==> src/rtl/uart_pkg.sv <==
// Shared UART definitions: FSM encoding, LCR field positions, FIFO sizing.
// Reused by both the transmit and receive engines.
package uart_pkg;

  localparam int FIFO_DEPTH = 16;
  localparam int FIFO_AW    = 4;

  localparam int LCR_WLS = 0;
  localparam int LCR_STB = 2;
  localparam int LCR_PEN = 3;
  localparam int LCR_EPS = 4;
  localparam int LCR_SP  = 5;
  localparam int LCR_BRK = 6;

  typedef enum logic [3:0] {
    IDLE,
    START,
    BIT0,
    BIT1,
    BIT2,
    BIT3,
    BIT4,
    BIT5,
    BIT6,
    BIT7,
    PARITY,
    STOP1,
    STOP2
  } tx_fsm_t;

  // Keeps parity from seeing data bits beyond the word length
  function automatic logic [7:0] wl_mask(logic [1:0] wls);
    case (wls)
      2'b00:   return 8'h1F;
      2'b01:   return 8'h3F;
      2'b10:   return 8'h7F;
      default: return 8'hFF;
    endcase
  endfunction

endpackage

==> src/rtl/uart_tx_fifo.sv <==
// Transmit holding FIFO, 8 bits by 16 entries.
// A push against a full FIFO is dropped even when a pop happens the same cycle.
module uart_tx_fifo
  import uart_pkg::*;
(
  input  logic       PCLK,
  input  logic       PRESET,
  input  logic       push,
  input  logic       pop,
  input  logic [7:0] din,
  output logic [7:0] dout,
  output logic [4:0] count,
  output logic       empty,
  output logic       full
);

  logic [7:0]         mem [FIFO_DEPTH];
  logic [FIFO_AW-1:0] wr_ptr;
  logic [FIFO_AW-1:0] rd_ptr;
  logic               do_push;
  logic               do_pop;

  assign empty   = (count == 5'd0);
  assign full    = (count == 5'(FIFO_DEPTH));
  assign do_push = push && !full;
  assign do_pop  = pop && !empty;
  assign dout    = mem[rd_ptr];

  always_ff @(posedge PCLK) begin
    if (do_push) mem[wr_ptr] <= din;
  end

  always_ff @(posedge PCLK) begin
    if (PRESET) begin
      wr_ptr <= '0;
      rd_ptr <= '0;
      count  <= '0;
    end else begin
      if (do_push) wr_ptr <= wr_ptr + 4'd1;
      if (do_pop)  rd_ptr <= rd_ptr + 4'd1;
      count <= count + {4'd0, do_push} - {4'd0, do_pop};
    end
  end

endmodule

==> src/rtl/uart_tx_engine.sv <==
// UART transmit engine: FIFO-fed framer with 16x oversampled bit timing.
// TXD is registered from the next state so line level and state stay aligned.
module uart_tx_engine
  import uart_pkg::*;
(
  input  logic       PCLK,
  input  logic       PRESET,
  input  logic       enable,
  input  logic [7:0] LCR,
  input  logic       push_tx_fifo,
  input  logic [7:0] tx_data,
  output logic       TXD,
  output logic       tx_idle,
  output logic [4:0] tx_fifo_count,
  output logic       tx_fifo_empty,
  output logic       tx_fifo_full
);

  tx_fsm_t    state;
  tx_fsm_t    state_d;
  tx_fsm_t    after_data;
  logic [3:0] bit_counter;
  logic [7:0] tx_buffer;
  logic [5:0] lcr_q;
  logic [7:0] fifo_dout;
  logic       pop;
  logic       tick_end;
  logic       par_bit;
  logic       line_d;
  logic       lcr_unused;

  assign lcr_unused = LCR[7];
  assign tx_idle    = (state == IDLE);
  assign tick_end   = enable && (bit_counter == 4'hF);
  assign after_data = lcr_q[LCR_PEN] ? PARITY : STOP1;

  always_comb begin
    logic [7:0] d;
    d = tx_buffer & wl_mask(lcr_q[1:0]);
    if (lcr_q[LCR_SP]) par_bit = ~lcr_q[LCR_EPS];
    else if (lcr_q[LCR_EPS]) par_bit = ^d;
    else par_bit = ~^d;
  end

  uart_tx_fifo u_fifo (
    .PCLK  (PCLK),
    .PRESET(PRESET),
    .push  (push_tx_fifo),
    .pop   (pop),
    .din   (tx_data),
    .dout  (fifo_dout),
    .count (tx_fifo_count),
    .empty (tx_fifo_empty),
    .full  (tx_fifo_full)
  );

  always_comb begin
    state_d = state;
    pop     = 1'b0;
    if (state == IDLE) begin
      if (!tx_fifo_empty) begin
        pop     = 1'b1;
        state_d = START;
      end
    end else if (tick_end) begin
      case (state)
        START:  state_d = BIT0;
        BIT0:   state_d = BIT1;
        BIT1:   state_d = BIT2;
        BIT2:   state_d = BIT3;
        BIT3:   state_d = BIT4;
        BIT4:   state_d = (lcr_q[1:0] == 2'd0) ? after_data : BIT5;
        BIT5:   state_d = (lcr_q[1:0] == 2'd1) ? after_data : BIT6;
        BIT6:   state_d = (lcr_q[1:0] == 2'd2) ? after_data : BIT7;
        BIT7:   state_d = after_data;
        PARITY: state_d = STOP1;
        STOP1:  state_d = lcr_q[LCR_STB] ? STOP2 : IDLE;
        STOP2:  state_d = IDLE;
        default: state_d = IDLE;
      endcase
    end
  end

  always_comb begin
    line_d = 1'b1;
    case (state_d)
      START:  line_d = 1'b0;
      BIT0:   line_d = tx_buffer[0];
      BIT1:   line_d = tx_buffer[1];
      BIT2:   line_d = tx_buffer[2];
      BIT3:   line_d = tx_buffer[3];
      BIT4:   line_d = tx_buffer[4];
      BIT5:   line_d = tx_buffer[5];
      BIT6:   line_d = tx_buffer[6];
      BIT7:   line_d = tx_buffer[7];
      PARITY: line_d = par_bit;
      default: line_d = 1'b1;
    endcase
  end

  always_ff @(posedge PCLK) begin
    if (PRESET) begin
      state       <= IDLE;
      bit_counter <= '0;
      tx_buffer   <= '0;
      lcr_q       <= '0;
      TXD         <= 1'b1;
    end else begin
      state <= state_d;
      TXD   <= LCR[LCR_BRK] ? 1'b0 : line_d;
      if (pop) begin
        tx_buffer   <= fifo_dout;
        lcr_q       <= LCR[5:0];
        bit_counter <= '0;
      end else if (state != IDLE && enable) begin
        bit_counter <= bit_counter + 4'd1;
      end
    end
  end

  a_idle_high: assert property (@(posedge PCLK) disable iff (PRESET)
    (state == IDLE && !$past(LCR[LCR_BRK])) |-> TXD);

  a_pop_ok: assert property (@(posedge PCLK) disable iff (PRESET)
    pop |-> (state == IDLE && !tx_fifo_empty));

  a_start_cnt: assert property (@(posedge PCLK) disable iff (PRESET)
    (state == START && $past(state) != START) |-> (bit_counter == 4'd0));

endmodule

==> config.mk <==
export PLATFORM = sky130hd
export DESIGN_NAME = uart_tx_engine
export DESIGN_NICKNAME = d
export VERILOG_FILES = /design/src/rtl/uart_pkg.sv /design/src/rtl/uart_tx_fifo.sv /design/src/rtl/uart_tx_engine.sv
export SDC_FILE = /design/constraint.sdc
export NUM_CORES = 1
export LEC_CHECK = 0
export CORE_AREA = 2 2 123 125
export CTS_BUF_LIST = sky130_fd_sc_hd__clkbuf_8
export DETAILED_ROUTE_END_ITERATION = 16
export DIE_AREA = 0 0 125 127
export HOLD_SLACK_MARGIN = 0.08
export SYNTH_ARGS = -nofsm -noshare
export SYNTH_HDL_FRONTEND = slang
export SYNTH_SLANG_ARGS = --single-unit
export TNS_END_PERCENT = 50
==> constraint.sdc <==
create_clock -name PCLK -period 5.7 [get_ports PCLK]
set_input_delay 0.57 -clock PCLK [delete_from_list [all_inputs] [get_ports PCLK]]
set_output_delay 0.57 -clock PCLK [all_outputs]
set_load 0.05 [all_outputs]
Word level (Yosys, flattened, before mapping)
Memory sizes are Yosys's and may differ from the RTL's. A register that Yosys moved wholly into a read port is not among the register bits.
Index checks and enable logic that the tools add are counted.
- register bits after elaboration: 28
- input bits: 20
- output and inout port bits: 9
- memories kept: 1
- RAM bits: 128
- logic and storage cells: 71
- eq/ne operators: 25
- mux-type cells: 18
- bitwise gates (word level): 2
- reduce and logical (&&, ||, !) cells: 13
- $add $sub $neg: 5
- memories (memory ; depth ; bits a word ; read ports ; clocked after Yosys merged registers in ; wr ports ; line ; text):
    u_fifo.mem ; 16 ; 8 ; 1 ; 1 ; 1 ; uart_tx_fifo.sv:17 ; logic [7:0] mem [FIFO_DEPTH];
- operators by type and width (cell ; count):
    4-bit one-hot mux with 11 select lines ; 1
    4-bit by 3-bit equality test with 1-bit output, second input constant ; 8
    4-bit equality test, second input constant ; 8
    8-bit one-hot mux with 3 select lines ; 1
    4-bit 2-to-1 mux ; 5
    4-bit by 2-bit equality test with 1-bit output, second input constant ; 4
    4-bit by 1-bit adder with 4-bit output, second input constant ; 3
    1-bit one-hot mux with 10 select lines ; 1
    8-bit AND ; 1
    4-bit by 1-bit equality test with 1-bit output, second input constant ; 2
    1-bit 2-to-1 mux ; 8
    8-bit XNOR reduction ; 1
    8-bit XOR reduction ; 1
    5-bit by 1-bit adder with 5-bit output ; 1
    5-bit equality test, second input constant ; 1
    5-bit logical NOT ; 1
    5-bit by 1-bit subtractor with 5-bit output ; 1
    1-bit logical AND ; 4
    4-bit logical NOT ; 1
    2-bit 2-to-1 mux ; 2
    4-bit nonzero test ; 1
    2-bit by 1-bit equality test with 1-bit output, second input constant ; 1
    2-bit equality test, second input constant ; 1
    1-bit logical NOT ; 2
    3 further kinds ; 3

Logic depth before layout (Yosys ltp)
- depth in word-level cells: 8
- mapped depth: 18
- mapped depth without buffers: 15

Hierarchy
Synthesis repeated with hierarchy kept, for this count alone.
- cell total of the unflattened synthesis: 468
- area total of the unflattened synthesis: 7103.1 µm²
- by module, submodules not included (module ; cells each ; area each (µm²) ; times used ; sequential area each (µm²)):
    uart_tx_fifo ; 306 ; 5799.3 ; 1 ; 4184.0
    uart_tx_engine ; 162 ; 1303.8 ; 1 ; 460.4

Worst setup path after synthesis
Ideal clock, no wire load.
- path kind: register to register
- start: reg u_fifo.count[3]
- end: reg u_fifo.count[4]
- clock period less this slack: 3.807 ns
- arrival time: 3.736 ns
- path buffers: 2
- library setup time: 0.070 ns
- path slack: 1.893 ns
- data required time: 5.630 ns
- cell stages (with the launch flop): 18
- cells stage by stage: dfxtp_1 inv_1 ha_1 nor4b_2 nand2b_1 buf_2 inv_2 clkbuf_1 ha_1 inv_1 ha_1 inv_1 fa_1 inv_1 a21oi_1 nor2_1 or3_1 a21oi_1
- longest elaborated chain between the ends: 5
- elaborated cells between the ends (all ways): 10
- classes of those cells: 2 x add/sub; 1 x eq/ne; 2 x mux; 5 x reduce/logical
- ends and longest elaborated chain (element ; line ; text):
    start, declared ; uart_tx_fifo.sv:12 ; output logic [4:0] count,
    start signal, assigned ; uart_tx_fifo.sv:41 ; count <= count + {4'd0, do_push} - {4'd0, do_pop};
    5-bit logical NOT ; uart_tx_fifo.sv:23 ; assign empty = (count == 5'd0);
    net tx_fifo_empty ; uart_tx_engine.sv:15 ; output logic tx_fifo_empty,
    1-bit 2-to-1 mux ; uart_tx_engine.sv:61 ; if (!tx_fifo_empty) begin
    1-bit 2-to-1 mux ; uart_tx_engine.sv:60 ; if (state == IDLE) begin
    net pop ; uart_tx_engine.sv:26 ; logic pop;
    1-bit logical AND ; uart_tx_fifo.sv:26 ; assign do_pop = pop && !empty;
    5-bit by 1-bit subtractor with 5-bit output ; uart_tx_fifo.sv:41 ;
The timed path passes the listed nets, and every way through them passes these cells.
A chain may end at the register's enable or synchronous reset.

Final worst setup path
- start: reg state[2]
- end: reg u_fifo.count[4]
- longest elaborated chain between the ends: 4
- ends and longest elaborated chain (element ; line ; text):
    start, declared ; uart_tx_engine.sv:19 ; tx_fsm_t state;
    start signal, assigned ; uart_tx_engine.sv:109 ; state <= state_d;
    4-bit logical NOT ; uart_tx_engine.sv:60 ;
    1-bit 2-to-1 mux ; uart_tx_engine.sv:60 ;
    1-bit logical AND ; uart_tx_fifo.sv:26 ;
    5-bit by 1-bit subtractor with 5-bit output ; uart_tx_fifo.sv:41 ;
No other way between the ends.

==> flow_summary_export.csv <==
group,metric,value,unit
outcome,status,"finished clean",
setup_path,cpLargestDelayFamily,"simple AND/OR/NAND/NOR gates",
worst_hold_path,min_path_type,"reg -> reg",
grt,grt_max_degree,37,
detailed_routing,drtPass1Iterations,5,
floorplanning,core,14420,µm²
power_and_ir_drop,power,3.392,mW
synthesis,synthesis.area,6877,µm²
setup_path,r2r_start,"state[2]$_SDFF_PP0_",
setup_path,start_kind,"flop",
layout,drive_gt1_share,17.26,%
sta,layout_min_cycle_time,3.444,ns
setup_path,crit_type,"reg -> reg",
layout,synthToLayoutAreaGrowth,12.94,%
synthesis,synth-seq-cells,164,
sta,hold_viol_final,0,
floorplanning,die_x,125,µm
sta,timing.setup.tns,0,ns
synthesis,ys_warn_count,0,
layout,final_nets,501,
clocking,cts_tree,"done",
synthesis,ys_types,51,
grt,grt_overflow,0,
sta,rsz0062_at_grt,"no",
setup_path,worstPathMaxFanout,23,
grt,grt_pass1_vias,3797,
detailed_routing,drtIter0Drc,312,
clocking,cts-root-buf,"clkbuf_8",
grt,met3_usage,4.397,%
sta,post-route-period-util,60.42,%
synthesis,synthXorXnorAreaFrac,2.365,%
sta,skew,0.01896,ns
layout,stdcell_count,665,
detailed_routing,drt-total-wl,13.14,mm
setup_path,slowest_delay,0.54,ns
floorplanning,initial_core_util,47.68,%
job,maxCapViolations,0,
placement,hpwl,8.432,mm
grt,grt_antenna_before_repair,0,
synthesis,synth-simple-area-share,8.497,%
setup_path,worstSetupStartpoint,"state[2]$_SDFF_PP0_",
layout,multi_input_area,2140,µm²
detailed_routing,drc,0,
clocking,clk_latency,0.46,ns
grt,grtUsageTotal,17.63,%
clocking,clkTransAtPathRegs,0.09,ns
synthesis,synth_seq_area_share,66.38,%
detailed_routing,ant_nets,0,
clocking,cts.path.max_buffers,2,
clocking,cts.repair.resized,0,
placement,placedCellCount,633,
placement,io_buffers,27,
clocking,cts_sinks,164,
grt,use_met2,28.84,%
grt,gr-max-usage-layer,"met2",
setup_path,crit_chain,"nor2_1 -> nand2_1 -> inv_1 -> nand2b_1 -> inv_2 -> ha_1 -> inv_1 -> ha_1 -> inv_1 -> fa_1 -> inv_1 -> a21oi_1 -> nor2_1 -> or3_1 -> a21oi_1",
synthesis,avgSynthCellArea,15.59,µm²
placement,gp_congestion,0.7625,
floorplanning,core.rowCount,44,
floorplanning,dieArea,15880,µm²
power_and_ir_drop,peakVddDrop,203.0,µV
layout,final_cell_mix,"128 x edfxtp_1, 45 x nand2_1, 40 x mux4_2",
layout,fillers,1181,
sta,whs,0.4708,ns
synthesis,synth_top_family_by_area,"multiplexers",
synthesis,synth-edff-count,128,
sta,max_freq,290.4,MHz
synthesis,synth_compound_area_share,4.003,%
setup_path,slowest_stage,"dfxtp_1",
layout,n_antenna_cell,0,
synthesis,synth_cells,441,
synthesis,synthArstFlopShare,0,%
synthesis,syn_nets,474,
grt,grt.met1_usage,22.91,%
sta,setup_viol,0,
grt,grt_pass1_wl,20.84,mm
clocking,cts_buffers,17,
clocking,postCtsSetupBuffers,0,
setup_path,arrival,3.84,ns
synthesis,synthMuxAreaShare,13.77,%
detailed_routing,wire_per_inst,19.76,µm
power_and_ir_drop,p_per_area,436.8,nW/µm²
layout,final_common_cell,"edfxtp_1",
layout,seq_area,4566,µm²
synthesis,synth-adder-area-share,2.475,%
clocking,h-tree-depth,4,
setup_path,endpoint_kind,"flop",
power_and_ir_drop,leakage,2.548,nW
setup_path,cp.required,6.09,ns
floorplanning,top_level_ports,29,
sta,drv_slew,0,
setup_path,worst_path_most_repeated_cell,"inv_1",
setup_path,path_buf_inv,5,
synthesis,synth-main-ff-cell,"edfxtp_1",
clocking,cts_hold_buf,0,
worst_hold_path,hp-start,"lcr_q[5]$_SDFFE_PP0P_",
sta,slew_headroom,35.61,%
sta,worstMarginPinSlew,0.9624,ns
detailed_routing,vias_per_cell,5.595,
detailed_routing,vias,3721,
floorplanning,die_h,127,µm
==> per-stage QoR <==
stage               worst slack, ns  area (µm²)  util [%]
floorplan                     1.893        6877         -
global placement              2.289        7318     50.74
detailed placement            2.198        7318     50.74
CTS                           2.170        7766     53.84
global route                  1.912        7766     53.84
finish                        2.256        7766     53.84
==> logic make-up after synthesis <==
| family | after synthesis |
|---|---|
| muxes | 44 |
| AOI/OAI and AO/OA | 42 |
| and+or+nand+nor | 119 |
| DFF | 164 |
| adders and majority gates | 13 |
| xor gates and xnor gates | 17 |
| buffers and inverters | 42 |
==> final cells by class <==
cell class                 count  share of cell area [%]
clock buffer                  17                   3.013
inverter                      16                  0.7733
timing repair buffer          34                   4.157
multi-input combinational    235                   27.55
clock inverter                15                   2.755
sequential                   164                   58.79
tap                          184                   2.964
==> power breakdown <==
group          leakage [nW]  internal (mW)  switching [mW]
clock network         0.214          0.516           0.426
registers              1.45           1.38          0.0779
logic                 0.882          0.460           0.531
total                  2.55           2.36            1.04
==> sequential cells by signal (all words and copies together), names as in the netlist <==
signal         count
u_fifo.mem       128
u_fifo.wr_ptr      4
u_fifo.count       5
TXD                1
state              4
u_fifo.rd_ptr      4
tx_buffer          8
bit_counter        4
lcr_q              6
==> worst register-to-register path: stages (launching register included) <==
cell and delay (ns):
dfxtp_1 0.54, nor2_1 0.12, nand2_1 0.17, inv_1 0.07
nand2b_1 0.49, inv_2 0.35, ha_1 0.38, inv_1 0.04
ha_1 0.19, inv_1 0.07, fa_1 0.20, inv_1 0.05
a21oi_1 0.14, nor2_1 0.07, or3_1 0.34, a21oi_1 0.14
==> metal layers <==
layer  vias to the layer above  wire length (µm)
li1                       1728                 -
met5                         -                 0
met1                      1879              5792
met4                         0               200
met2                        98              6572
met3                        16               578
==> final timing paths <==
| path | end | slack [ns] | cells past startpoint |
|---|---|---|---|
| setup / recovery | u_fifo.count[4]$_SDFF_PP0_ | 2.26 | 15 |
| hold / removal | lcr_q[5]$_SDFFE_PP0P_ | 0.47 | 2 |
| setup reg to reg | u_fifo.count[4]$_SDFF_PP0_ | 2.26 | 15 |
| hold reg to reg | lcr_q[5]$_SDFFE_PP0P_ | 0.47 | 2 |
==> synthesized netlist by cell type (2+ instances only) <==
| library cell | count | share of area, % |
|---|---|---|
| inv_1 | 15 | 0.82 |
| and3b_1 | 3 | 0.38 |
| nor2_1 | 30 | 1.6 |
| nor3_1 | 10 | 0.73 |
| nand3_1 | 6 | 0.44 |
| buf_2 | 6 | 0.44 |
| o21ai_0 | 7 | 0.51 |
| edfxtp_1 | 128 | 56 |
| a211oi_1 | 2 | 0.22 |
| xnor2_1 | 7 | 0.89 |
| dfxtp_1 | 36 | 10 |
| nand4_1 | 4 | 0.36 |
| nand2_1 | 45 | 2.5 |
| nand2b_1 | 4 | 0.36 |
| ha_1 | 12 | 2.2 |
| a2111o_1 | 2 | 0.33 |
| nor2b_1 | 3 | 0.27 |
| clkbuf_1 | 14 | 0.76 |
| nor4b_1 | 3 | 0.38 |
| and4_1 | 2 | 0.25 |
| buf_1 | 4 | 0.22 |
| xor2_1 | 9 | 1.1 |
| mux4_2 | 40 | 13 |
| a21oi_1 | 21 | 1.5 |
| mux2i_1 | 2 | 0.29 |
No activity file was read; power rests on OpenSTA's default activity.
